`config.mk`:
```
export PLATFORM = sky130hd
export DESIGN_NAME = adsr_envelope
export DESIGN_NICKNAME = d
export VERILOG_FILES = /design/src/rtl/synth_pkg.sv /design/src/rtl/env_scaler.sv /design/src/rtl/adsr_envelope.sv
export SDC_FILE = /design/constraint.sdc
export NUM_CORES = 1
export LEC_CHECK = 0
export ABC_AREA = 1
export BUFFER_PORTS_ARGS = -buffer_cell sky130_fd_sc_hd__buf_2
export CORE_MARGIN = 2
export CORE_UTILIZATION = 64
export CTS_CLUSTER_SIZE = 40
export DETAILED_ROUTE_END_ITERATION = 8
export PLACE_DENSITY = 0.85
export SLEW_MARGIN = 15
export SYNTH_ARGS = -nofsm -noshare
export SYNTH_HDL_FRONTEND = slang
export SYNTH_SLANG_ARGS = --single-unit
```
`constraint.sdc`:
```
create_clock -name clk -period 7.4 [get_ports clk]
set_input_delay 0.37 -clock clk [delete_from_list [all_inputs] [get_ports clk]]
set_output_delay 0.37 -clock clk [all_outputs]
set_load 0.02 [all_outputs]
```
`src/rtl/synth_pkg.sv`:
```
// Shared synth voice types: envelope state encoding and wave/level constants.
// Used by adsr_envelope and env_scaler.
package synth_pkg;

  typedef enum logic [2:0] {
    S_IDLE    = 3'd0,
    S_ATTACK  = 3'd1,
    S_DECAY   = 3'd2,
    S_SUSTAIN = 3'd3,
    S_RELEASE = 3'd4
  } adsr_state_t;

  localparam logic [15:0] WAVE_MID = 16'h8000;
  localparam logic [15:0] ENV_MAX  = 16'hFFFF;

endpackage

```
`src/rtl/env_scaler.sv`:
```
// Combinational offset-binary wave times unsigned level multiply.
// Output keeps the upper half of the signed product, re-offset to binary.
module env_scaler
  import synth_pkg::*;
#(
  parameter int WAVE_W = 16,
  parameter int ENV_W  = 16
) (
  input  logic [WAVE_W-1:0] i_wave,
  input  logic [ENV_W-1:0]  i_level,
  output logic [WAVE_W-1:0] o_wave
);

  localparam logic [WAVE_W-1:0] L_MID = WAVE_MID;

  logic signed [WAVE_W-1:0]       w_s;
  logic signed [ENV_W:0]          w_lvl;
  logic signed [WAVE_W+ENV_W:0]   w_p;
  logic                           w_unused;

  assign w_s   = $signed(i_wave ^ L_MID);
  assign w_lvl = $signed({1'b0, i_level});
  assign w_p   = w_s * w_lvl;

  assign o_wave = w_p[2*WAVE_W-1:WAVE_W] ^ L_MID;

  // Sign bit and fractional half are dropped by design
  assign w_unused = ^{w_p[WAVE_W+ENV_W:2*WAVE_W], w_p[WAVE_W-1:0]};

endmodule

```
`src/rtl/adsr_envelope.sv`:
```
// ADSR amplitude envelope applied to the oscillator wave per sample tick.
// ADSR_VELOCITY_EN adds a velocity input and a second scaling stage.
module adsr_envelope
  import synth_pkg::*;
#(
  parameter int WAVE_W = 16,
  parameter int ENV_W  = 16
) (
  input  logic              clk,
  input  logic              reset,
  input  logic              gate,
  input  logic              sample_tick,
  input  logic [ENV_W-1:0]  attack_step,
  input  logic [ENV_W-1:0]  decay_step,
  input  logic [ENV_W-1:0]  sustain_level,
  input  logic [ENV_W-1:0]  release_step,
`ifdef ADSR_VELOCITY_EN
  input  logic [6:0]        velocity,
`endif
  input  logic [WAVE_W-1:0] wave_in,
  output logic [WAVE_W-1:0] wave_out,
  output logic [ENV_W-1:0]  env_level,
  output logic              active
);

  localparam logic [WAVE_W-1:0] L_MID = WAVE_MID;
  localparam logic [ENV_W-1:0]  L_MAX = ENV_MAX;

  adsr_state_t       r_state;
  logic [ENV_W-1:0]  r_env;
  logic              r_active;
  logic [WAVE_W-1:0] r_wave;

  logic [ENV_W:0]    w_sum;
  logic [ENV_W:0]    w_dec;
  logic [ENV_W-1:0]  w_rel;
  logic              w_att_done;
  logic              w_dec_done;
  logic              w_rel_done;
  logic [WAVE_W-1:0] w_scaled;

  // One guard bit keeps saturation and underflow visible
  assign w_sum = {1'b0, r_env} + {1'b0, attack_step};
  assign w_dec = {1'b0, r_env} - {1'b0, decay_step};
  assign w_rel = r_env - release_step;

  assign w_att_done = (attack_step == '0)
                   || (w_sum >= {1'b0, L_MAX});
  assign w_dec_done = (decay_step == '0) || w_dec[ENV_W]
                   || (w_dec[ENV_W-1:0] <= sustain_level);
  assign w_rel_done = (release_step == '0)
                   || (r_env <= release_step);

  env_scaler #(
    .WAVE_W (WAVE_W),
    .ENV_W  (ENV_W)
  ) u_scale (
    .i_wave  (wave_in),
    .i_level (r_env),
    .o_wave  (w_scaled)
  );

`ifdef ADSR_VELOCITY_EN
  logic [6:0]        r_vel;
  logic [WAVE_W-1:0] r_wave2;
  logic [WAVE_W-1:0] w_vscaled;

  env_scaler #(
    .WAVE_W (WAVE_W),
    .ENV_W  (16)
  ) u_vel (
    .i_wave  (r_wave),
    .i_level ({r_vel, r_vel[6:0], 2'b11}),
    .o_wave  (w_vscaled)
  );

  always_ff @(posedge clk or posedge reset) begin
    if (reset) r_wave2 <= L_MID;
    else       r_wave2 <= w_vscaled;
  end

  assign wave_out = r_wave2;
`else
  assign wave_out = r_wave;
`endif

  always_ff @(posedge clk or posedge reset) begin
    if (reset) begin
      r_state  <= S_IDLE;
      r_env    <= '0;
      r_active <= 1'b0;
      r_wave   <= L_MID;
`ifdef ADSR_VELOCITY_EN
      r_vel    <= '0;
`endif
    end else begin
      r_wave <= w_scaled;
      unique case (r_state)
        S_IDLE: begin
          if (gate) begin
            r_state  <= S_ATTACK;
            r_active <= 1'b1;
`ifdef ADSR_VELOCITY_EN
            r_vel    <= velocity;
`endif
          end
        end
        S_ATTACK: begin
          if (sample_tick) begin
            if (w_att_done) begin
              r_env   <= L_MAX;
              r_state <= S_DECAY;
            end else begin
              r_env   <= w_sum[ENV_W-1:0];
            end
          end
          // Gate release overrides the saturation move
          if (!gate) r_state <= S_RELEASE;
        end
        S_DECAY: begin
          if (sample_tick) begin
            if (w_dec_done) begin
              r_env   <= sustain_level;
              r_state <= S_SUSTAIN;
            end else begin
              r_env   <= w_dec[ENV_W-1:0];
            end
          end
          if (!gate) r_state <= S_RELEASE;
        end
        S_SUSTAIN: begin
          if (sample_tick) r_env <= sustain_level;
          if (!gate) r_state <= S_RELEASE;
        end
        S_RELEASE: begin
          if (gate) begin
            r_state <= S_ATTACK;
`ifdef ADSR_VELOCITY_EN
            r_vel   <= velocity;
`endif
          end else if (sample_tick) begin
            if (w_rel_done) begin
              r_env    <= '0;
              r_state  <= S_IDLE;
              r_active <= 1'b0;
            end else begin
              r_env    <= w_rel;
            end
          end
        end
        default: begin
          r_state  <= S_IDLE;
          r_active <= 1'b0;
        end
      endcase
    end
  end

  assign env_level = r_env;
  assign active    = r_active;

endmodule
```
==> Yosys cells after proc, flatten, opt, wreduce, memory -nomap -nowiden <==
Index checks and enable logic that the tools add are counted.
{ "op_classes": {"add_sub_neg": 3, "n_mul": 1, "div": 0, "order_cmp": 3, "eq_ne": 18, "shift": 0, "n_mux": 26, "bitwise": 3, "n_reduce_logical": 13} }
{ "ops": {"columns": ["operator", "count"], "rows": [
  ["16-bit 2-to-1 mux", 8],
  ["16-bit one-hot mux with 4 select lines", 1],
  ["16-bit logical NOT", 3],
  ["3-bit 2-to-1 mux", 11],
  ["16-bit <= comparator", 2],
  ["16-bit by 17-bit multiplier with 32-bit output", 1],
  ["3-bit != test (second input constant)", 6],
  ["16-bit by 16-bit adder with 17-bit output", 1],
  ["17-bit by 16-bit >= comparator with 1-bit output (second input constant)", 1],
  ["16-bit by 16-bit subtractor with 17-bit output", 1],
  ["2-bit != test (second input constant)", 8],
  ["16-bit subtractor", 1],
  ["3-bit one-hot mux with 5 select lines", 1],
  ["8-bit AND reduction", 1],
  ["3-bit by 2-bit equality test with 1-bit output (second input constant)", 2],
  ["6-bit AND reduction", 1],
  ["5-bit AND reduction", 1],
  ["1-bit logical OR", 4],
  ["1-bit 2-to-1 mux", 4],
  ["4-bit nonzero test", 1],
  ["3-bit by 1-bit equality test with 1-bit output (second input constant)", 1],
  ["3-bit equality test (second input constant)", 1],
  ["3-bit logical NOT", 1],
  ["1-bit NOT", 3],
  ["other kinds (2)", 2]
]} }
{ "word_totals": {"register_bits": 36, "latchBits": 0, "ram_bits": 0, "mem_bits_ro": 0, "output_inout_bits": 33, "word_cells": 71, "mem_count": 0} }

==> Depth between registers and ports, before layout <==
Gate-level depths: netlist of run 1.
{ "logic_depth": {"ltp_word": 7, "mapped_depth": 29, "mapped_depth_nobuf": 28} }

==> Cells and area by module <==
Synthesis of run 1 repeated with hierarchy kept, for this count alone.
{ "hier_totals": {"hier_cells": 2167, "hier_area_um2": 14569.0} }
{ "modules_own_cells": {"columns": ["mod", "n_inst", "cells_each", "area_each_um2", "seq_area_each_um2"], "rows": [
  ["env_scaler", 1, 1264, 9108.7, 0.0],
  ["adsr_envelope", 1, 903, 5460.2, 902.1]
]} }

==> Least setup slack after synthesis of run 1 <==
No wires, ideal clock.
{ "synth_timing": {"path_type": "register to register", "start": "register r_env[10], in the netlist env_level[10]", "end": "register r_wave[12], in the netlist wave_out[12]", "setup_time_ns": 0.117, "arrival_ns": 5.432, "t_required_ns": 7.283, "path_slack_ns": 1.851, "path_stages_with_launch": 24, "period_less_slack_ns": 5.549, "path_cell_list": "dfrtp_1 clkbuf_1 clkbuf_1 nand2_1 fa_1 fa_1 fa_1 fa_1 inv_1 fa_1 inv_1 fa_1 inv_1 ha_1 a21oi_1 o21ai_0 a21oi_1 nand2_1 a21oi_1 inv_1 nand2_1 nand2_1 nand2_1 nand2_1"} }
{ "synth_between": {"elab_chain_cells": 1} }
{ "synth_lines": {"columns": ["element", "line", "rtl"], "rows": [
  ["start: declaration", "adsr_envelope.sv:30", "logic [ENV_W-1:0] r_env;"],
  ["start signal: assignment", "adsr_envelope.sv:114", "r_env <= w_sum[ENV_W-1:0];"],
  ["start signal: assignment", "adsr_envelope.sv:123", "r_env <= sustain_level;"],
  ["start signal: assignment", "adsr_envelope.sv:126", "r_env <= w_dec[ENV_W-1:0];"],
  ["16-bit by 17-bit multiplier with 32-bit output", "env_scaler.sv:23", "assign w_p = w_s * w_lvl;"],
  ["named net u_scale.o_wave[12]", "env_scaler.sv:11", "output logic [WAVE_W-1:0] o_wave"],
  ["end signal: assignment", "adsr_envelope.sv:97", "r_wave <= w_scaled;"],
  ["end: declaration", "adsr_envelope.sv:32", "logic [WAVE_W-1:0] r_wave;"]
]} }
The timed path passes the listed nets, and every way through them passes these cells.
A chain may end at the register's enable or synchronous reset.

==> Worst setup path in the final report of run 1 <==
{ "layout_timing": {"start": "register r_env[13], in the netlist env_level[13]", "end": "register r_wave[12], in the netlist wave_out[12]"} }
Same word-level chain as after synthesis.

==> impl_metrics.yaml, run 1 <==
synthesis:
  yosysTopAreaCell: "fa_1"
  synth_area_leaders: "fa_1, ha_1, nand2_1, inv_1, dfrtp_1"
  synth_top_area_share_pct: 27.7
  netlist_area_mm2: 0.0142
  synth_seq_cells: 36
  avgSynthCellArea_um2: 6.85
  synth_edf_count: 0
  synthArstFlopShare_pct: 100
  syn_nets: 2526
  syn_inst: 2068
  synth.distinct_cells: 47
  ys.warnings.count: 0
  ys_seq_area_share_pct: 6.37
  synth_ff_type: "dfrtp_1"
grt:
  grt_start_max_net_pins: 37
  track_usage_pct: 36.0
  grt_overflow: 0
  grt_pass1_wl_mm: 67.6
  grt_antenna_before_repair: 0
  grt_pass1_vias: 14100
min_path:
  hold_path.class: "input pin to asynchronous set/reset pin"
clocking:
  ctsResizeCount: 0
  clockRootBuffer: "clkbuf_16"
  hold_buffers: 0
  numCtsBuffers: 5
  path_clk_slew_ns: 0.06
  cts_setup_buffers: 0
  cts.sinks: 36
  clkLatencyLatePin_ns: 0.29
  cts_tree: "done"
  cts_buffer_depth: 2
  h-tree-depth: 2
setup_path:
  r2r_end: "wave_out[12]"
  worstSetupPathType: "register to register"
  startpoint: "env_level[13]"
  r2r_slack_ns: 1.36
  critPathRequiredTime_ns: 7.58
  worstSetupStartpointType: "register"
  ff2ff_path_depth: 21
  critPathArrivalTime_ns: 6.23
  cp-end-kind: "register"
  cp_max_fo: 21
  timing.rr.start: "env_level[13]"
detailed_routing:
  wirelength_mm: 41.3
  drc_errors: 0
  drtIter0Drc: 1191
  viasPerCell: 5.59
  drt-pass1-iter-count: 5
  post_drt_wl_per_cell_um: 17.1
  ant_nets: 0
  vias: 13500
floorplan:
  dieWidth_um: 153
  rows: 54
  core_area_mm2: 0.0218
  start_util_pct: 65.1
  dieArea_mm2: 0.0233
  fp.dieH_um: 153
  top_level_ports: 117
sta:
  hold_viol: 0
  maxClockFrequency_ghz: 0.165
  worst_pin_slew_ns: 1.13
  finalCriticalPeriod_ns: 6.04
  maxSlewHeadroom_pct: 24.2
  skew_ns: 0.00517
  post-route-period-util_pct: 81.7
  rsz0062_at_grt: "no"
  setup_viol: 0
  report.final.slew_viol_count: 0
  tns_ns: 0
placed_design:
  portBuffers: 116
  gp_congestion: 1.02
  hpwl_mm: 34.1
finish:
  layout-drive-gt1-share_pct: 7.99
  fillers: 1847
  multi_input_area_mm2: 0.0110
  final_cell_mix: "nand2_1, inv_1, fa_1"
  layout_commonest_cell: "nand2_1"
  insertedDiodeCount: 0
  nets: 2596
  area_delta_synth_final_pct: 6.53
  regArea_um2: 902
job:
  cap_viol_max_count: 0
status:
  status: "finished, final reports clean"
cells by family (layout without fill, tap and decap cells):
logic type                 after synthesis  after routing  synth area share, %
xor gates and xnor gates                40             40                 2.47
AOI/OAI and AO/OA                      200            200                 7.79
adders and majority gates              374            374                 43.4
buffers and inverters                  605            676                 16.2
DFF                                     36             36                 6.37
and+or+nand+nor                        813            813                 23.8
synth_stat cells (2+ instances only):
cell type  number
inv_1         531
a21boi_0        2
dfrtp_1        35
nand3b_1        5
xor2_1         26
nor4_1          7
nand2_4         3
nand3_2         4
clkbuf_1       63
nor2_1         95
nand4_1        20
nand2_1       565
nand2_2         5
ha_1          178
a21oi_1        97
fa_1          196
buf_6           2
and2_1          2
buf_2           2
nor2_2          2
a21o_1          3
nand3_1        79
o211ai_1       14
o21ai_1         2
o21bai_1        3
a31oi_1         5
or2_2           7
o21a_1          4
xnor2_1        14
o21ai_0        61
inv_2           5
nor3_1         16
worst max-delay path, cell delays in order (launching register included):
cell and delay, ns:
dfrtp_1 1.08, nand2_1 0.17, fa_1 0.55, fa_1 0.53, fa_1 0.52, inv_1 0.06
fa_1 0.50, fa_1 0.49, inv_1 0.05, fa_1 0.48, inv_1 0.05, ha_1 0.30
a21oi_1 0.20, o21ai_0 0.11, a21oi_1 0.12, nand2_1 0.11, a21oi_1 0.26, inv_1 0.11
nand2_1 0.09, nand2_1 0.05, nand2_1 0.06, nand2_1 0.04
worst max-delay path by stage:
stage	endpoint	slack, ns
after floorplan	wave_out[12]	1.85
after global placement	wave_out[12]	1.61
after detailed placement	wave_out[12]	1.45
after CTS	wave_out[12]	1.45
after global routing	wave_out[12]	1.07
final	wave_out[12]	1.36
registers in the layout, summed over array words and instances (netlist names):
signal / flops
active: 1
r_state: 3
env_level: 16
wave_out: 16
area by class of cell:
type / instances / area share [%]
clock buffer: 8 / 1.04
inverter: 536 / 13.3
multi-input combinational: 1427 / 72.7
sequential: 36 / 5.98
tap: 280 / 2.32
timing repair buffer: 132 / 4.64
per-layer routing:
layer,global-route usage [%],up-vias,part of all wire (%)
met3,5.12,149,8.3
li1,-,6343,-
met5,0,-,0
met2,62.7,622,49
met1,43.9,6418,37
met4,17.4,0,5.5
through the flow:
step           hold slack, ns  utilization [%]  instance area [um^2]  setup slack, ns  instances
2_1_floorplan           0.483                -                 14200             1.85       2068
3_3_place_gp            0.479             68.7                 14900             1.61       2411
3_5_place_dp            0.485             68.7                 14900             1.45       2411
4_1_cts                 0.207             69.4                 15100             1.45       2419
5_1_grt                 0.268             69.4                 15100             1.07       2419
6_report                0.185             69.4                 15100             1.36       2419
Power of run 1 is not shown: default switching activity piles up to over one toggle a cycle in this logic, so the estimate is an artifact.
==> run 2: changes to the inputs <==
--- a/config.mk
+++ b/config.mk
@@ -5,13 +5,13 @@
 export SDC_FILE = /design/constraint.sdc
 export NUM_CORES = 1
 export LEC_CHECK = 0
-export ABC_AREA = 1
+export ABC_AREA = 0
 export BUFFER_PORTS_ARGS = -buffer_cell sky130_fd_sc_hd__buf_2
 export CORE_MARGIN = 2
-export CORE_UTILIZATION = 64
+export CORE_UTILIZATION = 63
 export CTS_CLUSTER_SIZE = 40
 export DETAILED_ROUTE_END_ITERATION = 8
-export PLACE_DENSITY = 0.85
+export PLACE_DENSITY = 0.84
 export SLEW_MARGIN = 15
 export SYNTH_ARGS = -nofsm -noshare
 export SYNTH_HDL_FRONTEND = slang
==> constraint.sdc (replaced) <==
create_clock -name clk -period 6 [get_ports clk]
set_input_delay 0.3 -clock clk [delete_from_list [all_inputs] [get_ports clk]]
set_output_delay 0.3 -clock clk [all_outputs]
set_load 0.02 [all_outputs]
==> impl_metrics.yaml, run 2 <==
status:
  status: "finished, final reports clean"
finish:
  insertedDiodeCount: 0
  final_cell_mix: "inv_1, fa_1, ha_1"
  area_delta_synth_final_pct: 12.3
  layout_commonest_cell: "inv_1"
  layout-drive-gt1-share_pct: 15.2
  fin_util_pct: 71.6
  finalNonFillerCells: 1911
  nets: 2099
sta:
  whs_ns: 0.118
  report.final.slew_viol_count: 0
  maxSlewHeadroom_pct: 36.1
  post-route-period-util_pct: 96.6
  maxClockFrequency_ghz: 0.172
  tns_ns: 0
  hold_viol: 0
  finalCriticalPeriod_ns: 5.80
  skew_ns: 0.0132
  worst_pin_slew_ns: 0.949
  setup_viol: 0
  rsz0062_at_grt: "yes"
detailed_routing:
  vias: 11100
  ant_nets: 0
  drtIter0Drc: 879
  wirelength_mm: 33.8
  drc_errors: 0
  drt-pass1-iter-count: 6
  post_drt_wl_per_cell_um: 17.7
  viasPerCell: 5.80
placed_design:
  hpwl_mm: 28.1
  portBuffers: 116
  gp_congestion: 0.927
  place_inst: 1896
floorplan:
  rows: 52
  start_util_pct: 63.7
  top_level_ports: 117
  core_area_mm2: 0.0201
  fp.dieH_um: 147
  dieArea_mm2: 0.0215
  dieWidth_um: 147
clocking:
  hold_buffers: 0
  cts_buffer_depth: 2
  h-tree-depth: 2
  clkLatencyLatePin_ns: 0.31
  cts_tree: "done"
  path_clk_slew_ns: 0.07
  cts.sinks: 36
  clockRootBuffer: "clkbuf_16"
  numCtsBuffers: 5
setup_path:
  worstSetupStartpointType: "register"
  cp-end-kind: "register"
  cp_max_fo: 11
  critPathArrivalTime_ns: 5.98
  worstSetupPathType: "register to register"
  critPathRequiredTime_ns: 6.18
synthesis:
  yosysTopAreaCell: "fa_1"
  netlist_area_mm2: 0.0128
  synth_top_area_share_pct: 30.6
  synth_ff_type: "dfrtp_1"
  ys_seq_area_share_pct: 7.04
  synthArstFlopShare_pct: 100
  synth_edf_count: 0
  synth_seq_cells: 36
  synth_area_leaders: "fa_1, ha_1, inv_1, dfrtp_1, and2_1"
  syn_inst: 1493
  avgSynthCellArea_um2: 8.58
  ys.warnings.count: 0
  syn_nets: 1951
  netlist_top_cells_count: "inv_1, fa_1, ha_1"
  yosysMostFrequentCell: "inv_1"
  synth.distinct_cells: 72
grt:
  grt_pass1_vias: 11500
  grt_start_max_net_pins: 37
  grt_overflow: 0
  track_usage_pct: 32.3
  grt_pass1_wl_mm: 55.5
  grt_antenna_before_repair: 0
job:
  cap_viol_max_count: 0
min_path:
  hold_path.class: "input pin to asynchronous set/reset pin"
==> run 2: area by class of cell <==
type	instances	area, um^2
clock buffer	5	125
timing repair buffer	188	1160
inverter	297	1110
multi-input combinational	1113	10700
clock inverter	2	12.5
sequential	36	911
fill	1522	5710
tap	270	338
==> run 2: worst paths after layout <==
kind	startpoint	end	slack, ns	depth (start not counted)
max in group asynchronous	reset	env_level[5]	5.49	3
min	reset	wave_out[14]	0.12	3
max reg2reg	env_level[13]	wave_out[11]	0.20	21
min in group clk	sample_tick	active	0.46	4
max	env_level[13]	wave_out[11]	0.20	21
min reg2reg	active	active	0.60	2
==> run 2: worst max-delay path, stage by stage (launching register included) <==
cell	delay, ns
dfrtp_2	0.46
buf_4	0.20
and2_1	0.17
fa_1	0.53
inv_1	0.05
fa_1	0.49
fa_1	0.52
inv_1	0.06
fa_1	0.50
fa_1	0.49
inv_1	0.05
fa_1	0.49
inv_1	0.04
ha_1	0.33
a21oi_2	0.20
nor2_2	0.07
a221oi_2	0.17
buf_4	0.18
o211ai_1	0.14
buf_4	0.19
a31o_2	0.24
xor2_1	0.13
==> run 2: timing repair <==
item                                   in CTS  in global routing
setup buffers                               1                  7
gates cloned                                0                  0
pin swaps                                   2                 18
resized for setup                           2                 36
endpoints found under the hold margin       0                  0
setup endpoints to repair                   9                 10
==> run 2: cells by family (layout without fill, tap and decap cells) <==
logic type,after synthesis,count (layout),share of synthesized area (%)
adders and majority gates,375,375,48.1
AOI/OAI and AO/OA,235,235,13.1
DFF,36,36,7.04
and+or+nand+nor,439,439,17.2
buffers and inverters,344,492,10.2
xor gates and xnor gates,57,57,3.90
muxes,7,7,0.576
==> run 2: routing by layer <==
metal	up-vias	share of wire, %	global-route usage [%]
met5	-	0	0
met4	0	3.6	12.7
met3	85	6.5	4.44
met2	426	49	54.6
met1	5441	41	42.5
li1	5138	-	-
==> run 2: metrics by stage <==
stage,area (um^2),setup WS [ns]
finish,14400,0.202
global route,14400,-0.0338
CTS,14200,0.00732
detailed placement,14000,-0.264
global placement,14000,-0.0872
floorplan,12800,0.0421
Power of run 2 is left out for the same reason.
